$ cat src/rtl/fetch_stage_pkg.sv
// Shared pipeline definitions for the fetch stage: FSM states, opcode classes,
// vector addresses and PC-source encodings.
package fetch_stage_pkg;

  typedef enum logic [2:0] {
    RST_HI,
    RST_LO,
    FETCH,
    IMM,
    INT_HI,
    INT_LO
  } fetch_state_t;

  localparam logic [15:0] NOP = 16'h0000;

  localparam logic [4:0] OP_IADD = 5'b00110;
  localparam logic [4:0] OP_LDM  = 5'b01100;
  localparam logic [4:0] OP_LDD  = 5'b01101;
  localparam logic [4:0] OP_STD  = 5'b01110;

  localparam logic [31:0] RESET_VEC_ADDR = 32'd0;
  localparam logic [31:0] INT_VEC_ADDR   = 32'd2;

  localparam logic [1:0] PC_SEL_SEQ    = 2'b00;
  localparam logic [1:0] PC_SEL_BRANCH = 2'b01;
  localparam logic [1:0] PC_SEL_STACK  = 2'b10;

  // Opcodes that carry a second (immediate) word.
  function automatic logic is_imm_opcode(input logic [4:0] opcode);
    return (opcode == OP_IADD) || (opcode == OP_LDM) ||
           (opcode == OP_LDD)  || (opcode == OP_STD);
  endfunction

endpackage

$ cat src/rtl/fetch_stage_pc_reg.sv
// Program counter: redirect, 16-bit half loads from the vector words,
// increment, or hold. Redirect has highest priority.
module pc_reg
  import fetch_stage_pkg::*;
(
  input  logic        clk,
  input  logic        rst,
  input  logic        i_redirect,
  input  logic [31:0] i_redirect_pc,
  input  logic        i_load_hi,
  input  logic        i_load_lo,
  input  logic        i_incr,
  input  logic [15:0] i_word,
  output logic [31:0] o_pc
);

  logic [31:0] r_pc;
  logic [31:0] w_pc_next;

  always_comb begin
    w_pc_next = r_pc;
    if (i_redirect)
      w_pc_next = i_redirect_pc;
    else if (i_load_hi)
      w_pc_next = {i_word, r_pc[15:0]};
    else if (i_load_lo)
      w_pc_next = {r_pc[31:16], i_word};
    else if (i_incr)
      w_pc_next = r_pc + 32'd1;
  end

  always_ff @(posedge clk or posedge rst) begin
    if (rst)
      r_pc <= RESET_VEC_ADDR;
    else
      r_pc <= w_pc_next;
  end

  assign o_pc = r_pc;

endmodule

$ cat src/rtl/fetch_stage.sv
// Instruction fetch stage: boot/interrupt vector loading, two-word instruction
// assembly and the IF/ID pipeline register.
module fetch_stage
  import fetch_stage_pkg::*;
(
  input  logic        clk,
  input  logic        rst,
  input  logic        stall,
  input  logic        fetch_pc_enable,
  input  logic [1:0]  pc_sel,
  input  logic        branch_taken,
  input  logic [31:0] pc_jmp,
  input  logic [31:0] stack_pc,
  input  logic        interrupt,
  output logic [31:0] imem_addr,
  input  logic [15:0] imem_rdata,
  output logic [15:0] instruction,
  output logic [15:0] immediate,
  output logic [31:0] pc_next,
  output logic        if_valid,
  output logic        int_ack
);

  fetch_state_t r_state;
  logic [15:0]  r_pending;
  logic [15:0]  r_instruction;
  logic [15:0]  r_immediate;
  logic [31:0]  r_pc_next;
  logic         r_if_valid;
  logic         r_int_ack;

  logic [31:0]  w_pc;
  logic         w_redirect;
  logic [31:0]  w_redirect_pc;
  logic         w_advance;
  logic         w_int_accept;
  logic         w_deliver;
  logic         w_if_load;
  logic [15:0]  w_instr;

  assign w_redirect    = (pc_sel == PC_SEL_STACK) ||
                         ((pc_sel == PC_SEL_BRANCH) && branch_taken);
  assign w_redirect_pc = (pc_sel == PC_SEL_STACK) ? stack_pc : pc_jmp;
  // Normal sequencing only proceeds when nothing of higher priority intervenes.
  assign w_advance     = !w_redirect && !stall && fetch_pc_enable;
  assign w_int_accept  = w_advance && (r_state == FETCH) && interrupt;
  assign w_deliver     = w_advance &&
                         (((r_state == FETCH) && !interrupt && !is_imm_opcode(imem_rdata[15:11])) ||
                          (r_state == IMM));
  assign w_if_load     = w_redirect || !stall;
  assign w_instr       = (r_state == IMM) ? r_pending : imem_rdata;

  pc_reg u_pc_reg (
    .clk           (clk),
    .rst           (rst),
    .i_redirect    (w_redirect),
    .i_redirect_pc (w_redirect_pc),
    .i_load_hi     (w_advance && ((r_state == RST_HI) || (r_state == INT_HI))),
    .i_load_lo     (w_advance && ((r_state == RST_LO) || (r_state == INT_LO))),
    .i_incr        (w_advance && (((r_state == FETCH) && !interrupt) || (r_state == IMM))),
    .i_word        (imem_rdata),
    .o_pc          (w_pc)
  );

  always_comb begin
    case (r_state)
      RST_HI:  imem_addr = RESET_VEC_ADDR;
      RST_LO:  imem_addr = RESET_VEC_ADDR + 32'd1;
      INT_HI:  imem_addr = INT_VEC_ADDR;
      INT_LO:  imem_addr = INT_VEC_ADDR + 32'd1;
      default: imem_addr = w_pc;
    endcase
  end

  always_ff @(posedge clk or posedge rst) begin
    if (rst) begin
      r_state       <= RST_HI;
      r_pending     <= NOP;
      r_instruction <= NOP;
      r_immediate   <= '0;
      r_pc_next     <= '0;
      r_if_valid    <= 1'b0;
      r_int_ack     <= 1'b0;
    end else begin
      r_int_ack <= w_int_accept;
      // Any update that is not a delivery is a bubble; pc_next keeps its value
      // except when an interrupt captures the unfetched return address.
      if (w_if_load) begin
        r_if_valid    <= w_deliver;
        r_instruction <= w_deliver ? w_instr : NOP;
        r_immediate   <= (w_deliver && (r_state == IMM)) ? imem_rdata : '0;
        if (w_deliver)
          r_pc_next <= w_pc + 32'd1;
        else if (w_int_accept)
          r_pc_next <= w_pc;
      end
      if (w_redirect) begin
        r_state   <= FETCH;
        r_pending <= NOP;
      end else if (w_advance) begin
        case (r_state)
          RST_HI: r_state <= RST_LO;
          RST_LO: r_state <= FETCH;
          FETCH: begin
            if (interrupt) begin
              r_state <= INT_HI;
            end else if (is_imm_opcode(imem_rdata[15:11])) begin
              r_pending <= imem_rdata;
              r_state   <= IMM;
            end
          end
          IMM:     r_state <= FETCH;
          INT_HI:  r_state <= INT_LO;
          INT_LO:  r_state <= FETCH;
          default: r_state <= RST_HI;
        endcase
      end
    end
  end

  assign instruction = r_instruction;
  assign immediate   = r_immediate;
  assign pc_next     = r_pc_next;
  assign if_valid    = r_if_valid;
  assign int_ack     = r_int_ack;

endmodule

$ cat config.mk
export PLATFORM = sky130hd
export DESIGN_NAME = fetch_stage
export DESIGN_NICKNAME = d
export VERILOG_FILES = /design/src/rtl/fetch_stage_pkg.sv /design/src/rtl/fetch_stage_pc_reg.sv /design/src/rtl/fetch_stage.sv
export SDC_FILE = /design/constraint.sdc
export NUM_CORES = 1
export LEC_CHECK = 0
export CORE_ASPECT_RATIO = 0.7
export CORE_MARGIN = 3
export CORE_UTILIZATION = 35
export CTS_CLUSTER_DIAMETER = 80
export CTS_CLUSTER_SIZE = 8
export DETAILED_ROUTE_END_ITERATION = 7
export GPL_TIMING_DRIVEN = 0
export PLACE_DENSITY = 0.7
export SETUP_SLACK_MARGIN = 0.5
export SYNTH_ARGS = -nofsm -noshare
export SYNTH_HDL_FRONTEND = slang
export SYNTH_SLANG_ARGS = --single-unit
$ cat constraint.sdc
create_clock -name clk -period 4.5 [get_ports clk]
set_clock_uncertainty 0.2 [all_clocks]
set_input_delay 0.9 -clock clk [delete_from_list [all_inputs] [get_ports clk]]
set_output_delay 0.9 -clock clk [all_outputs]
set_load 0.01 [all_outputs]
==> impl_metrics.py, run 1 <==
metrics = {
    "status": {
        "outcome": "complete, no violations",
    },
    "worst_setup_path": {
        "worstRegToRegCells": 7,
        "max_stage_delay_ns": 0.64,
        "r2r-end": "pc_next[19]",
        "cp-start-kind": "flip-flop",
        "cp_num_buf_inv": 4,
        "critPathMaxFanout": 10,
        "r2r_setup_slack_ns": 1.39,
        "crit_path_end_kind": "primary output",
        "cp_top_family": "buffers and inverters",
        "worstPathCellList": "buf_2 -> clkbuf_1 -> clkbuf_1 -> and2_1 -> clkdlybuf4s50_1",
        "regToRegStartpoint": "r_state[2]",
        "cp_common_cell": "clkbuf_1",
        "critical_path_class": "flip-flop to primary output",
        "arrival_ns": 2.82,
        "cp.required_ns": 3.40,
        "crit_slowest_cell": "clkbuf_1",
    },
    "hold_path": {
        "hold_depth": 2,
        "holdPathEnd": "pc_next[30]",
        "holdCritStartpoint": "pc_next[30]",
        "hold_path.class": "flip-flop to flip-flop",
    },
    "sta": {
        "rsz0062_at_grt": "no",
        "period_minus_slack_ns": 3.923,
        "report.final.setup_viol": 0,
        "hold_viol_final": 0,
        "worstMarginPinSlew_ns": 0.8779,
        "slew_headroom": 0.4099,
        "drv_slew": 0,
        "setup-tns-final_ns": 0,
        "max_freq_mhz": 254.9,
        "finalCritPeriodShare": 0.8717,
    },
    "drt": {
        "wirelength_um": 28710,
        "wl_per_cell_um": 24.54,
        "drt-initial-drc-count": 1108,
        "dr.pass1.iters": 8,
        "num_vias": 7182,
        "post-route-drc-count": 0,
        "detail-route-antenna-nets": 0,
        "viasPerCell": 6.138,
    },
    "grt": {
        "grt_usage": 0.2761,
        "grt_pass1_vias": 6919,
        "grt-ovfl-total": 0,
        "antenna_found_initial": 1,
        "grt_max_degree": 41,
        "grt_pass1_wl_um": 42810,
    },
    "logic_synthesis": {
        "synth.most_common_cell": "dfrtp_1",
        "yosysWarnings": 0,
        "syn_nets": 808,
        "synth_ff_type": "dfrtp_1",
        "synthDistinctLibCells": 68,
        "ys_seq_area_frac": 0.4371,
        "synth_top_area_share": 0.4371,
        "syn_inst": 719,
        "synth.top_cells.by_area": "dfrtp_1 44%, mux2i_1 6.1%, o21ai_0 4.4%",
        "ys_ff_latch": 117,
        "synth_top_area_cell": "dfrtp_1",
        "synth.avg_cell_area_um2": 9.317,
        "synth_commonest_cells": "117 x dfrtp_1, 66 x nand2_1, 59 x o21ai_0, 54 x nor2_1, 41 x mux2i_1",
        "synth_area_um2": 6699,
        "synth-edff-count": 0,
        "async_reset_ff_frac": 1.000,
    },
    "clocking": {
        "cts_tree": "done",
        "path_clk_slew_ns": 0.05,
        "cts_setup_buffers": 0,
        "cts_resized": 0,
        "clk_path_buf_depth": 2,
        "cts_root_buffer": "clkbuf_16",
        "clock_latency_ns": 0.43,
        "cts.sinks": 117,
        "hold_buffers": 0,
        "htree_levels": 4,
        "cts_buffers": 17,
    },
    "pwr": {
        "p_per_area_nw_per_um2": 482.5,
        "leakage_nw": 3.906,
        "vdd_drop_max_mv": 0.2462,
    },
    "finish": {
        "fin_cells": 1170,
        "fin_util": 0.5126,
        "area_growth_pct": 40.53,
        "nNetsFinal": 1014,
        "antenna_cells": 0,
        "drive_gt1_frac": 0.06531,
    },
    "run": {
        "maxCapViolations": 0,
    },
    "die": {
        "core_um2": 18370,
        "initial_core_util": 0.3648,
        "io_pins": 186,
        "rows": 41,
        "die-area_um2": 20860,
        "die_y_um": 121.8,
        "dieWidth_um": 171.4,
    },
    "placement": {
        "io_buffers": 184,
        "dp.cells": 1142,
        "gp_congestion": 0.9503,
        "dp_hpwl_um": 21460,
    },
}
-- metal layers --
metal | vias to the layer above | part of all wire | wire length, um | GRT usage
met5 | - | 0.00028 | 8 | 0
met4 | 2 | 0.025 | 710 | 0.09095
met3 | 55 | 0.12 | 3382 | 0.07590
met2 | 479 | 0.42 | 11990 | 0.3889
met1 | 3507 | 0.44 | 12620 | 0.4082
li1 | 3139 | - | - | -
-- power breakdown --
part	internal (mW)	switching (mW)	total (mW)	leakage, nW
clock network	0.741	0.489	1.23	0.263
logic	0.870	0.902	1.77	2.16
registers	1.30	0.240	1.54	1.48
total	2.91	1.63	4.54	3.91
-- placed cells by master (no fill, tap or decap), types with 17 or more instances in the layout --
| master | n |
|---|---|
| clkdlybuf4s50_1 | 184 |
| dfrtp_1 | 117 |
| nand2_1 | 66 |
| o21ai_0 | 59 |
| nor2_1 | 54 |
| mux2i_1 | 41 |
| clkbuf_1 | 39 |
| and2_1 | 35 |
| a21oi_1 | 32 |
| a222oi_1 | 23 |
| nand3_1 | 20 |
| a22o_1 | 18 |
| clkbuf_16 | 17 |
-- how the worst max path moves through the flow --
stage,from,to,slack [ns],cells past startpoint
floorplan,imem_rdata[15],r_pending[0],1.75,6
global placement,pc_sel[1],pc_next[20],0.37,9
detailed placement,pc_sel[1],pc_next[19],0.36,9
CTS,r_state[1],imem_addr[10],0.63,5
global route,pc_sel[1],pc_next[19],0.51,9
finish,r_state[1],imem_addr[26],0.58,5
-- stage by stage --
stage	power, mW	hold WS [ns]	cell area (um2)	setup slack, ns
3_5_place_dp	3.301	0.2715	8900	0.3582
2_1_floorplan	2.360	0.2655	6703	1.751
6_report	4.543	0.2793	9414	0.5773
3_3_place_gp	3.279	0.2539	8840	0.3719
4_1_cts	4.525	0.2843	9414	0.6312
5_1_grt	4.769	0.3148	9414	0.5082
-- registers in the layout (all words and copies together), names as in the netlist --
name           flops
r_pending         16
int_ack            1
if_valid           1
pc_next           32
immediate         16
r_state            3
u_pc_reg.o_pc     32
instruction       16
-- final cells by class --
class / count / area (um2)
fillers: 1722 / 8951
multi-input cells: 531 / 3471
flip-flops and latches: 117 / 2928
repair buffers: 187 / 1902
clock buffers: 22 / 484.2
well taps: 236 / 295.3
plain buffers: 59 / 255.2
inverters: 12 / 48.80
clock inverters: 6 / 30.03
-- worst register-to-register path, cell delays in order (launching register included) --
cell	delay, ns
dfrtp_1	0.45
nand4bb_1	0.36
nor3_4	0.49
nand2_1	0.37
inv_1	0.28
buf_1	0.52
o21ai_0	0.19
o311ai_0	0.13
-- logic make-up after synthesis --
group                    count (synthesis)  share of synthesized area
adder cells (fa/ha/maj)                  1                   0.001867
multiplexers                            42                    0.06294
buffers and inverters                   71                    0.04483
XOR/XNOR                                13                    0.01700
flip-flops                             117                     0.4371
AND/OR/NAND/NOR                        250                     0.1980
AO/OA/AOI/OAI                          225                     0.2383
(Power assumes the default switching activity.)
==> run 2, diff against run 1 <==
REMOVE_ABC_BUFFERS = 1   (was not set)
==> run 2 against run 1 <==
Effect of this change:
- the flow now finishes with violations (DRC)
- largest power group is now sequential cells
- first-iteration DRC count decreased by 35%
- critical path depth grew 1
- count of clock-buffer cells in the layout fell by 2
- global-route usage fell by 2.4 points
- clock power increased by 21%
- combinational power is 9.6% lower
- final cell count decreased by 4.1%
- critical endpoint is now pc_next[27]
- core utilization is essentially flat
- non-clock buffer count fell by 53
- sequential power grew 6%
- highest routed layer is now met4
- via count shrank 7.0%
==> impl_metrics.py, run 2 (synthesized netlist as in run 1, its figures left out) <==
metrics = {
    "sta": {
        "drv_slew": 0,
        "hold_viol_final": 0,
        "finalWorstSetupSlack_ns": 0.5219,
        "finalCritPeriodShare": 0.8840,
        "worstMarginPinSlew_ns": 1.324,
        "period_minus_slack_ns": 3.978,
        "slew_headroom": 0.1170,
        "report.final.setup_viol": 0,
        "setup-tns-final_ns": 0,
        "max_freq_mhz": 251.4,
        "whs_ns": 0.2721,
        "rsz0062_at_grt": "yes",
    },
    "drt": {
        "detail-route-antenna-nets": 0,
        "route.met2.wl_um": 10910,
        "wl_per_cell_um": 23.35,
        "drt-initial-drc-count": 716,
        "post-route-drc-count": 2,
        "wl_met1_um": 11930,
        "wirelength_um": 26200,
        "dr.pass1.iters": 8,
        "num_vias": 6682,
        "wl_met3_um": 2956,
        "viasPerCell": 5.955,
        "maxUsedRoutingLayer": "met4",
    },
    "die": {
        "die-area_um2": 20860,
        "die_y_um": 121.8,
        "initial_core_util": 0.3648,
        "dieWidth_um": 171.4,
        "rows": 41,
        "core_um2": 18370,
        "io_pins": 186,
    },
    "worst_setup_path": {
        "critical_path_class": "input pin to flip-flop",
        "crit_path_end_kind": "flip-flop",
        "cp.required_ns": 4.60,
        "regToRegStartpoint": "r_state[1]",
        "r2r-end": "pc_next[27]",
        "arrival_ns": 4.08,
        "r2r_setup_slack_ns": 1.07,
        "worstRegToRegCells": 5,
        "critPathMaxFanout": 14,
        "cp-start-kind": "input pin",
    },
    "clocking": {
        "cts_root_buffer": "clkbuf_16",
        "cts_tree": "done",
        "htree_levels": 4,
        "clock_latency_ns": 0.42,
        "clk_path_buf_depth": 2,
        "cts_buffers": 17,
        "path_clk_slew_ns": 0.06,
        "cts.sinks": 117,
    },
    "hold_path": {
        "holdPathEnd": "pc_next[26]",
        "hold_depth": 2,
        "hold_path.class": "flip-flop to flip-flop",
        "holdCritStartpoint": "pc_next[26]",
    },
    "pwr": {
        "p_per_area_nw_per_um2": 502.8,
        "vdd_drop_max_mv": 0.2334,
        "leakage_nw": 3.877,
        "total_power_mw": 4.733,
    },
    "placement": {
        "dp_hpwl_um": 18020,
        "gp_congestion": 0.8810,
        "io_buffers": 185,
        "preCtsSetupSlack_ns": 0.07345,
        "dp.cells": 1088,
    },
    "status": {
        "violations": "DRC",
        "outcome": "complete, but fails checks",
    },
    "grt": {
        "grt_max_degree": 91,
        "grt_pass1_vias": 6517,
        "grt-ovfl-total": 0,
        "grt_pass1_wl_um": 39540,
        "antenna_found_initial": 0,
        "grt_usage": 0.2524,
    },
    "finish": {
        "antenna_cells": 0,
        "area_growth_pct": 40.51,
        "drive_gt1_frac": 0.07449,
        "nNetsFinal": 962,
        "final_cell_mix": "185 x clkdlybuf4s50_1, 116 x dfrtp_1, 64 x nand2_1",
        "fin_cells": 1122,
        "final_common_cell": "clkdlybuf4s50_1",
    },
    "run": {
        "maxCapViolations": 0,
    },
}
[run 2: cell types whose count changed in the layout (fill, tap and decap cells not counted), moves of 4 or more]
cell and change:
clkinv_2 -4, buf_2 -14, clkinvlp_4 +5, buf_1 -4, bufinv_16 +4, clkbuf_1 -39
[run 2: per-stage QoR]
stage,utilization,cell area [um2]
5_1_grt,0.5125,9413
2_1_floorplan,-,6444
3_3_place_gp,0.4678,8591
3_5_place_dp,0.4749,8722
6_report,0.5125,9413
4_1_cts,0.5104,9374
[run 2: repair_timing]
item,in CTS,in global routing
gates resized for setup,1,6
setup endpoints to repair,25,38
cloned,0,1
hold buffers,0,0
buffers inserted,1,0
pin swaps,1,0
[run 2: worst max-delay path by stage]
stage                     cells past startpoint  slack [ns]                 to  startpoint
after global routing                          6        0.35  u_pc_reg.o_pc[18]   pc_sel[0]
final                                         6        0.52        pc_next[27]   pc_sel[0]
after detailed placement                      7        0.07        pc_next[17]   pc_sel[1]
after floorplan                               1        0.30           if_valid         rst
after CTS                                     7        0.49        pc_next[17]   pc_sel[1]
after global placement                        6       -1.77        pc_next[24]   pc_sel[1]
[run 2: area by class of cell]
type,instances,area [um2]
well taps,236,295.3
fillers,1711,8952
clock buffers,20,466.7
inverters,12,53.80
repair buffers,193,1959
flip-flops and latches,117,2929
clock inverters,12,176.4
multi-input cells,532,3532
[run 2: power by group]
part           leakage (nW)  switching [mW]  total (mW)  internal [mW]
combinational          2.09           0.753        1.60          0.845
sequential             1.48           0.345        1.64           1.30
clock                 0.300           0.522        1.49          0.969
[run 2: critical path, stage by stage]
cell	delay (ns)
clkdlybuf4s50_1	0.70
nand2b_1	0.53
nand3_1	0.44
nor2_1	1.04
a21boi_1	0.14
o31a_1	0.33
[run 2: routing by layer]
layer / up-vias / track usage
li1: 3024 / -
met1: 3253 / 0.3738
met2: 374 / 0.3617
met3: 31 / 0.08044
met4: 0 / 0.05276
met5: - / 0
